===== src/rtl/mem_arb_pkg.sv =====
// Shared types and default sizes for the memory bus arbiter.
// State encodings are kept as plain constants alongside the enum for legacy code.
package mem_arb_pkg;

   localparam int DEF_ADDR_WIDTH = 16;
   localparam int DEF_DATA_WIDTH = 16;
   localparam int DEF_MEM_SIZE   = 256;

   localparam logic [1:0] ST_IDLE = 2'd0;
   localparam logic [1:0] ST_ADDR = 2'd1;
   localparam logic [1:0] ST_DATA = 2'd2;
   localparam logic [1:0] ST_ERR  = 2'd3;

   typedef enum logic [1:0] {
      IDLE = ST_IDLE,
      ADDR = ST_ADDR,
      DATA = ST_DATA,
      ERR  = ST_ERR
   } arb_state_e;

endpackage


===== src/rtl/rr_arbiter2.sv =====
// Two-way round-robin arbiter: one-hot grant, favouring the port not granted last.
// Purely combinational; the last-grant register lives in the caller.
module rr_arbiter2 (
   input  logic [1:0] req,
   input  logic       last_grant,
   output logic [1:0] gnt
);

   always_comb begin
      gnt = 2'b00;
      case (req)
         2'b01:   gnt = 2'b01;
         2'b10:   gnt = 2'b10;
         2'b11:   gnt = last_grant ? 2'b01 : 2'b10;
         default: gnt = 2'b00;
      endcase
   end

endmodule


===== src/rtl/mem_bus_arbiter.sv =====
// Shares a single-port MAR-based memory between two requesters and sequences
// the load-MAR / write-or-read protocol for each access.
module mem_bus_arbiter
   import mem_arb_pkg::*;
#(
   parameter int ADDR_WIDTH = DEF_ADDR_WIDTH,
   parameter int DATA_WIDTH = DEF_DATA_WIDTH,
   parameter int MEM_SIZE   = DEF_MEM_SIZE
) (
   input  logic                  clk,
   input  logic                  rst_n,
   input  logic                  p0_valid,
   output logic                  p0_ready,
   input  logic                  p0_we,
   input  logic [ADDR_WIDTH-1:0] p0_addr,
   input  logic [DATA_WIDTH-1:0] p0_wdata,
   input  logic                  p1_valid,
   output logic                  p1_ready,
   input  logic                  p1_we,
   input  logic [ADDR_WIDTH-1:0] p1_addr,
   input  logic [DATA_WIDTH-1:0] p1_wdata,
   output logic                  rsp_valid,
   output logic                  rsp_port,
   output logic                  rsp_err,
   output logic [DATA_WIDTH-1:0] rsp_rdata,
   output logic                  mem_addr_en,
   output logic [ADDR_WIDTH-1:0] mem_addr,
   output logic                  mem_in_en,
   output logic [DATA_WIDTH-1:0] mem_in,
   output logic                  mem_out_en,
   input  logic [DATA_WIDTH-1:0] mem_out
);

   arb_state_e            state;
   arb_state_e            state_nxt;
   logic                  last_grant;
   logic [1:0]            req;
   logic [1:0]            gnt;
   logic                  idle;
   logic                  accept;
   logic                  sel_port;
   logic                  sel_we;
   logic                  sel_legal;
   logic [ADDR_WIDTH-1:0] sel_addr;
   logic [DATA_WIDTH-1:0] sel_wdata;
   logic                  lat_we;
   logic                  lat_port;
   logic                  done;

   assign req = {p1_valid, p0_valid};

   rr_arbiter2 u_rr (
      .req        (req),
      .last_grant (last_grant),
      .gnt        (gnt)
   );

   assign idle      = (state == IDLE) && rst_n;
   assign accept    = idle && (gnt != 2'b00);
   assign sel_port  = gnt[1];
   assign sel_we    = sel_port ? p1_we    : p0_we;
   assign sel_addr  = sel_port ? p1_addr  : p0_addr;
   assign sel_wdata = sel_port ? p1_wdata : p0_wdata;
   assign sel_legal = sel_addr < ADDR_WIDTH'(MEM_SIZE);

   // A port that is valid but loses arbitration sees ready low, so
   // valid && ready always means this port was the one accepted.
   assign p0_ready = idle && !(p0_valid && !gnt[0]);
   assign p1_ready = idle && !(p1_valid && !gnt[1]);

   assign mem_addr_en = (state == ADDR);
   assign mem_in_en   = (state == DATA) && lat_we;
   assign mem_out_en  = (state == DATA) && !lat_we;
   assign done        = (state == DATA) || (state == ERR);

   always_comb begin
      state_nxt = state;
      case (state)
         IDLE:    if (accept) state_nxt = sel_legal ? ADDR : ERR;
         ADDR:    state_nxt = DATA;
         DATA:    state_nxt = IDLE;
         ERR:     state_nxt = IDLE;
         default: state_nxt = IDLE;
      endcase
   end

   // mem_addr / mem_in are loaded at accept so they hold steady through
   // ADDR and DATA and keep their last value outside those phases.
   always_ff @(posedge clk or negedge rst_n) begin
      if (!rst_n) begin
         state      <= IDLE;
         last_grant <= 1'b1;
         lat_we     <= 1'b0;
         lat_port   <= 1'b0;
         mem_addr   <= '0;
         mem_in     <= '0;
         rsp_valid  <= 1'b0;
         rsp_port   <= 1'b0;
         rsp_err    <= 1'b0;
         rsp_rdata  <= '0;
      end else begin
         state <= state_nxt;
         if (accept) begin
            lat_we     <= sel_we;
            lat_port   <= sel_port;
            last_grant <= sel_port;
            if (sel_legal) begin
               mem_addr <= sel_addr;
               if (sel_we) mem_in <= sel_wdata;
            end
         end
         rsp_valid <= done;
         rsp_port  <= done ? lat_port : 1'b0;
         rsp_err   <= (state == ERR);
         rsp_rdata <= ((state == DATA) && !lat_we) ? mem_out : '0;
      end
   end

endmodule


===== config.mk =====
export PLATFORM = sky130hd
export DESIGN_NAME = mem_bus_arbiter
export DESIGN_NICKNAME = d
export VERILOG_FILES = /design/src/rtl/mem_arb_pkg.sv /design/src/rtl/rr_arbiter2.sv /design/src/rtl/mem_bus_arbiter.sv
export SDC_FILE = /design/constraint.sdc
export NUM_CORES = 1
export LEC_CHECK = 0
export CORE_ASPECT_RATIO = 1.5
export CORE_MARGIN = 5
export CORE_UTILIZATION = 36
export CTS_CLUSTER_SIZE = 10
export DETAILED_ROUTE_END_ITERATION = 16
export GPL_TIMING_DRIVEN = 0
export PLACE_DENSITY = 0.81
export SYNTH_ARGS = -nofsm -noshare
export SYNTH_HDL_FRONTEND = slang
export SYNTH_SLANG_ARGS = --single-unit

===== constraint.sdc =====
create_clock -name clk -period 2.25 [get_ports clk]
set_clock_uncertainty 0.2 [all_clocks]
set_input_delay 0.45 -clock clk [delete_from_list [all_inputs] [get_ports clk]]
set_output_delay 0.45 -clock clk [all_outputs]
set_load 0.05 [all_outputs]

Word-level counts from Yosys, hierarchy flattened
Cells that the tools add are included.

Output and inout port bits: 56. Word-level logic and storage cells: 47. Input bits: 86. Bits in registers: 56.

Muxes and demuxes: 10. Order comparisons: 1. Equal/unequal tests: 7. Reduce and logical (&&, ||, !) cells: 19.

Operators by type and width (number): two-way mux 16 bit (3); < comparator 16 x 9 -> 1 bit, second input constant (1); case mux 2 bit (3 select lines) (2); equality test 2 bit, second input constant (4); logical AND 1 bit (8); two-way mux 2 bit (3); zero test 1 bit (5); equality test 2 x 1 -> 1 bit, second input constant (2); AND reduction 3 bit (1); zero test 2 bit (1); two-way mux 1 bit (2); != test 2 bit, second input constant (1); AND reduction 2 bit (1); nonzero test 2 bit (1); OR reduction 2 bit (1); logical OR 1 bit (1).

Longest topological paths before layout
Gate-level depths: netlist (run 1).

Word-level depth: 7. Depth in mapped cells: 6. Depth with buffers taken out: 4.

Modules after synthesis
From an unflattened synthesis (run 1), not the netlist that was laid out.

Cell total of the unflattened synthesis: 169. Area, all modules: 2427.3 µm².

Modules (own cells, without submodules): mem_bus_arbiter (area an instance 2408.6 µm², times used 1, cells an instance 166, seq. area each 1402.6 µm²); rr_arbiter2 (area an instance 18.8 µm², times used 1, cells an instance 3, seq. area each 0.0 µm²).

Worst setup path before layout (run 1)
OpenSTA, ideal clock, no wires.

Path kind: input-to-output. From: input rst_n. To: output p0_ready. Stages on the path: 3. Required time: 1.600 ns. Data arrival time: 1.538 ns. Buffers on the path: 0. Setup slack: 0.062 ns. Cell sequence: nor3b_1 -> inv_1 -> a31oi_1.

Cells in the longest elaborated chain, start to end: 2.

RTL lines: from (decl) (line mem_bus_arbiter.sv:11) `input logic rst_n,`; logical AND 1 bit (line mem_bus_arbiter.sv:58) `assign idle = (state == IDLE) && rst_n;`; logical AND 1 bit (line mem_bus_arbiter.sv:68) `assign p0_ready = idle && !(p0_valid && !gnt[0]);`; to (decl) (line mem_bus_arbiter.sv:13) `output logic p0_ready,`.

Every way passes these cells.

Final worst setup path (run 1)
From: input p0_addr[10]. To: register mem_in[14].

Cells in the longest elaborated chain, start to end: 3.

RTL lines: from (decl) (line mem_bus_arbiter.sv:15) `input logic [ADDR_WIDTH-1:0] p0_addr,`; two-way mux 16 bit (line mem_bus_arbiter.sv:62) `assign sel_addr = sel_port ? p1_addr : p0_addr;`; < comparator 16 x 9 -> 1 bit (line mem_bus_arbiter.sv:64) `assign sel_legal = sel_addr < ADDR_WIDTH'(MEM_SIZE);`; AND reduction 3 bit (no source line); to (signal assigned) (line mem_bus_arbiter.sv:109) `if (sel_we) mem_in <= sel_wdata;`; to (decl) (line mem_bus_arbiter.sv:29) `output logic [DATA_WIDTH-1:0] mem_in,`.

Every way passes these cells. A chain may end at the register's enable or synchronous reset.

==> run metrics, run 1 <==
post-synthesis sequential area ratio=0.600; top cell type's share of synthesized area=0.589; number of core rows=36; Primary FF master, synth=dfrtp_1; RSZ-0062 raised after global routing=no; DIE HEIGHT=109 µm; share of layout cells above drive strength 1=0.292; Net count, final=410; Mapped Area=0.00234 mm²; Initial Util=0.365; total track usage=0.161; worst skew pair latency=300 ps; DRT antenna net count=0; Hold Violations, Final=0; largest net degree at the start of global routing=33; PortBufs=roughly 140; Yosys reg bits=56; Inst Count DP=380; fin crit period=approximately 2200 ps; Clock transition at path regs=around 90 ps; kind of critical path=primary input to flip-flop; dominant cell type by area after synthesis=dfrtp_1; Avg Synthesized Cell Area=approximately 14 µm²; Core Region=0.00640 mm²; final worst-path cycle share=0.975; antenna violations before repair=0; endpoints failing setup=0; Total Power=2.71 mW; Die Width=75.8 µm; max_cap viols=0; First-pass DRT Iterations=4; number of distinct library cells after synthesis=25; Vias/cell=around 4.7; Critical Path RT=2240 ps; type of origin of the critical path=primary input; root buf cell=clkbuf_8; RePlAce Congestion=0.739; most frequent cells in the layout=130 x clkdlybuf4s50_1, 54 x dfrtp_1, 40 x mux2_2, 18 x and2_1, 14 x buf_4; Synthesized Nets=248; Num CTS Buffers=5; maximum VDD drop=around 0.00049 V; Worst Path Arrival=2190 ps; Cell Area, Placed=0.00386 mm²; Critical Path End Type=flip-flop; final WL=6630 µm; final core utilization=0.659; HP Class=flip-flop to flip-flop; Synth area leaders=dfrtp_1 59%, mux2_2 19%, and2_1 4.8%; filler cell count=513; io pins=142; CTS tree=built; clock sink total=between 50 and 60; Finished Layout Cells=approximately 400; Slew @ Worst Pin=between 1000 and 1500 ps; status=complete, no violations; H-Tree Depth=2; hpwl dp=5030 µm; P_leak=1.89 nW; Gate Count Post-Synth=162; Synth async-reset ratio=1.00; EDFF count, synth=0; area growth from synthesis to layout=80.4%; commonest non-fill, non-tap cell in the layout=clkdlybuf4s50_1; final instance area=0.00422 mm²; clk buf depth=2; Die ar.=0.00823 mm²; vias in the first global route=2075; fin. max-slew vios=0; Critical Path Fanout Max=5; Fmax=456 MHz; Ys Warns=0; routed via count=1903; initial DRC count=36; DRC violations left=0; DR WL/cell=16.5 µm; max_slew headroom=0.308; diode count=0; power density of the placed cells=643 mW/mm²; first-pass GRT wire length=~10000 µm; total gr overflow=0
[cells by family (layout without fill, tap and decap cells)]
kind of cell	after synthesis	in the layout	share of synthesized area
buf+inv	10	173	0.0214
simple gates	37	37	0.102
flops	56	56	0.600
compound gates	8	8	0.0305
mux	51	51	0.245
[report_power, final]
group          internal (mW)  switching [mW]  total [mW]
Combinational          0.426           0.471       0.897
Sequential              1.10          0.0550        1.15
Clock                  0.337           0.324       0.660
[registers in the layout, indices dropped and copies added, names as in the netlist]
name,cells
rsp_rdata,16
rsp_err,1
rsp_valid,1
mem_addr,16
rsp_port,1
state,2
mem_in,16
lat_we,1
last_grant,1
lat_port,1
[worst max-delay path, stage by stage]
cell and delay (ps):
clkdlybuf4s50_1 410, nor4_2 310, nand3b_1 180, a211oi_4 290, buf_4 230, mux2_4 310
[repair_timing]
| item | in CTS | in global routing |
|---|---|---|
| gates resized for setup | 58 | 11 |
| cloned | 1 | 0 |
| hold endpoints to repair | 23 | 0 |
| setup buffers | 10 | 2 |
| hold buffers | 2 | 0 |
| pin swaps | 5 | 4 |
| endpoints found under the setup margin | 37 | 16 |
[final timing paths]
path | startpoint | to | slack (ps) | depth (start not counted)
hold reg to reg | lat_port$_DFFE_PN0P_ | rsp_port$_DFF_PN0_ | 300 | 1
hold / removal | lat_port$_DFFE_PN0P_ | rsp_port$_DFF_PN0_ | 300 | 1
setup / recovery | p0_addr[10] | mem_in[14]$_DFFE_PN0P_ | 60 | 6
min in group asynchronous | rst_n | last_grant$_DFFE_PN1P_ | 560 | 2
setup reg to reg | last_grant$_DFFE_PN1P_ | mem_in[14]$_DFFE_PN0P_ | 160 | 6
max in group asynchronous | rst_n | state[1]$_DFFE_PN0P_ | 490 | 2
[cells in the mapped netlist (2+ instances only)]
library cell,number
nor2b_1,9
nor4_1,4
mux2_1,10
inv_1,3
clkbuf_1,4
dfrtp_1,55
nor3b_1,2
a31oi_1,2
and2_1,18
mux2_2,40
[through the flow]
| stage | TNS [ps] | hold WS [ps] | setup WS, ps |
|---|---|---|---|
| floorplan | 0 | -45.6 | 61.8 |
| global placement | -158920 | 269 | -2660 |
| detailed placement | -22070 | 278 | -805 |
| CTS | -47.8 | 302 | -47.8 |
| global route | 0 | 312 | 10.0 |
| finish | 0 | 298 | 55.4 |
[routing by layer]
metal	track usage	wire length (µm)	vias up
met2	0.292	3670	78
li1	-	-	880
met5	0	0	-
met1	0.169	2250	931
met4	0.0538	144	0
met3	0.0526	572	14
[final cells by class]
class                      count  area [µm²]  area share
tap                           76        95.1      0.0226
clock inverter                 2        38.8     0.00920
buffer                         6        46.3      0.0110
clock buffer                   6        72.6      0.0172
inverter                       3        11.3     0.00267
timing repair buffer         156        1540       0.365
sequential                    56        1400       0.333
multi-input combinational     96        1010       0.240
Power figures use the tool's default switching activity.
==> run 2: changes to the inputs <==
--- a/config.mk
+++ b/config.mk
@@ -6,12 +6,14 @@
 export NUM_CORES = 1
 export LEC_CHECK = 0
 export CORE_ASPECT_RATIO = 1.5
-export CORE_MARGIN = 5
+export CORE_MARGIN = 2
 export CORE_UTILIZATION = 36
 export CTS_CLUSTER_SIZE = 10
 export DETAILED_ROUTE_END_ITERATION = 16
 export GPL_TIMING_DRIVEN = 0
+export MAX_ROUTING_LAYER = met4
 export PLACE_DENSITY = 0.81
+export REMOVE_ABC_BUFFERS = 1
 export SYNTH_ARGS = -nofsm -noshare
 export SYNTH_HDL_FRONTEND = slang
 export SYNTH_SLANG_ARGS = --single-unit
==> run 2 against run 1 <==
Count of clock-buffer cells in the layout increased by 1. Non-clock buffer count fell by 5. Sequential share of layout area fell by 0.34 points. Die area shrank 13%. First-iteration DRC count is 92% higher. Design area is 0.95% higher. Utilization increased by 0.63 points.
==> run metrics, run 2 (synthesis gave the netlist of run 1 again) <==
Finished Layout Cells=397 (was 401); area growth from synthesis to layout=82.2% (was 80.4%); setup_tns=0 ps (unchanged); delay-heaviest family, CP=buffers and inverters (unchanged); number of core rows=36 (unchanged); H-Tree Depth=2 (unchanged); Fmax=457 MHz (was 456 MHz); reg-to-reg startpoint=last_grant$_DFFE_PN1P_ (unchanged); worst r2r dst=mem_in[0]$_DFFE_PN0P_ (was mem_in[14]$_DFFE_PN0P_); Vias/cell=4.72 (was 4.75); status=complete, no violations (unchanged); HP Class=flip-flop to flip-flop (unchanged); vias in the first global route=1947 (was 2075); fin crit period=2190 ps (about the same); crit path cell chain=dlygate4sd2_1 -> a21boi_4 -> nand3b_1 -> a211oi_4 -> clkbuf_16 -> mux2_2 (was clkdlybuf4s50_1 -> nor4_2 -> nand3b_1 -> a211oi_4 -> buf_4 -> mux2_4); Num CTS Buffers=5 (unchanged); worst r2r path cells=5 (was 6); kind of critical path=primary input to flip-flop (unchanged); Critical Path Fanout Max=8 (was 5); endpoints failing setup=0 (unchanged); type of origin of the critical path=primary input (unchanged); power density of the placed cells=619 mW/mm² (was 643 mW/mm²); Die ar.=0.00716 mm² (was 0.00823 mm²); worst skew pair latency=300 ps (about the same); WP depth=6 (unchanged); P_leak=1.99 nW (was 1.89 nW); DR WL/cell=16.1 µm (was 16.5 µm); CP max stage delay=410 ps (about the same); DRC violations left=0 (unchanged); Hold Violations, Final=0 (unchanged); Die Width=69.8 µm (was 75.8 µm); max_cap viols=0 (unchanged); largest net degree at the start of global routing=31 (was 33); clk buf depth=2 (unchanged); fin. max-slew vios=0 (unchanged); root buf cell=clkbuf_8 (unchanged); maximum VDD drop=0.000327 V (was 0.000485 V); clock sink total=56 (unchanged); DRT antenna net count=0 (unchanged); share of layout cells above drive strength 1=0.262 (was 0.292); antenna violations before repair=0 (unchanged); max_slew headroom=0.610 (was 0.308); Slew @ Worst Pin=584 ps (was 1030 ps); WHS Path Cells=1 (unchanged); diode count=0 (unchanged); RePlAce Congestion=0.701 (was 0.739); initial DRC count=69 (was 36); Total Power=2.63 mW (was 2.71 mW); hpwl dp=4540 µm (was 5030 µm); routed via count=1875 (was 1903); Hold Slack=293 ps (was 298 ps); PortBufs=141 (unchanged); commonest non-fill, non-tap cell in the layout=clkdlybuf4s50_1 (unchanged); total track usage=0.177 (was 0.161); Inst Count DP=373 (was 380); CTS tree=built (unchanged); DIE HEIGHT=103 µm (was 109 µm); First-pass DRT Iterations=4 (unchanged); reg2reg setup slack=70 ps (was 160 ps); Critical Path RT=2250 ps (was 2240 ps); Core Region=0.00640 mm² (unchanged); worst path bufs/invs=2 (unchanged); Initial Util=0.365 (unchanged); total gr overflow=0 (unchanged); Hold Path Origin=mem_in[11]$_DFFE_PN0P_ (was lat_port$_DFFE_PN0P_); final worst-path cycle share=0.972 (was 0.975); io pins=142 (unchanged); Max stage delay cell, worst path=dlygate4sd2_1 (was clkdlybuf4s50_1); Largest regs=mem_addr: 16 flops, mem_in: 16 flops, rsp_rdata: 16 flops (unchanged); Critical Path End Type=flip-flop (unchanged); Net count, final=406 (was 410); final WL=6370 µm (was 6630 µm); most frequent cells in the layout=119 x clkdlybuf4s50_1, 55 x dfrtp_1, 38 x mux2_2, 18 x and2_1, 14 x dlymetal6s2s_1 (was 130 x clkdlybuf4s50_1, 54 x dfrtp_1, 40 x mux2_2, 18 x and2_1, 14 x buf_4); Clock transition at path regs=90 ps (about the same); Worst Path Arrival=2180 ps (was 2190 ps); first-pass GRT wire length=9660 µm (was 10000 µm); Hold Crit Endpoint=mem_in[11]$_DFFE_PN0P_ (was rsp_port$_DFF_PN0_)
run 2: cell count changes in the layout (fill, tap and decap cells not counted), moves of 6 or more:
cell,change
dlymetal6s2s_1,+11
mux2_1,+6
clkdlybuf4s50_1,-11
buf_12,+6
run 2: timing repair:
| item | 4_1_cts | 5_1_grt |
|---|---|---|
| hold endpoints to repair | 55 | 0 |
| endpoints found under the setup margin | 39 | 26 |
| gates resized for setup | 36 | 26 |
| hold buffers | 4 | 0 |
| buffers inserted | 6 | 4 |
| gates cloned | 1 | 1 |
| pin swaps | 4 | 3 |
run 2: how the worst max path moves through the flow:
stage	from	to	slack, ps
after global routing	p0_addr[13]	mem_in[0]$_DFFE_PN0P_	-9
after CTS	p1_addr[8]	mem_in[9]$_DFFE_PN0P_	3
after global placement	rst_n	mem_in[2]$_DFFE_PN0P_	-2640
after detailed placement	p1_valid	mem_in[1]$_DFFE_PN0P_	-1400
final	p0_valid	mem_in[0]$_DFFE_PN0P_	60
after floorplan	p0_valid	mem_in[0]$_DFFE_PN0P_	-670
run 2: final cells by class:
type	count	area, µm²
Multi-Input combinational cell	97	993
Fill cell	482	2140
Sequential cell	56	1400
Clock buffer	7	86.3
Timing Repair Buffer	157	1660
Tap cell	76	95.1
Inverter	3	11.3
Clock inverter	1	7.51
run 2: routing by layer:
layer	wire, µm	global-route usage	vias to the layer above
li1	-	-	877
met1	2360	0.186	915
met2	3630	0.338	77
met3	314	0.0342	6
met4	66	0.0488	0
met5	0	-	-
run 2: through the flow:
step                      utilization  setup slack (ps)  area [µm²]
final                           0.665              61.9        4260
after global routing            0.665             -9.16        4260
after CTS                       0.643              3.30        4110
after detailed placement        0.598             -1400        3830
after global placement          0.595             -2640        3800
after floorplan                     -              -669        2300
run 2: power by group:
part	switching [mW]	total, mW	internal (mW)	leakage, nW
Combinational	0.482	0.917	0.435	1.18
Sequential	0.0562	1.16	1.10	0.765
Clock	0.310	0.560	0.251	0.0445
Total	0.848	2.63	1.79	1.99
==> run 3: changes to the inputs <==
--- a/config.mk
+++ b/config.mk
@@ -8,6 +8,7 @@
 export CORE_ASPECT_RATIO = 1.5
 export CORE_MARGIN = 2
 export CORE_UTILIZATION = 36
+export CTS_CLUSTER_DIAMETER = 120
 export CTS_CLUSTER_SIZE = 10
 export DETAILED_ROUTE_END_ITERATION = 16
 export GPL_TIMING_DRIVEN = 0
==> results of run 3 <==
Same layout as run 2: the final DEF is identical, and so are final timing and power.
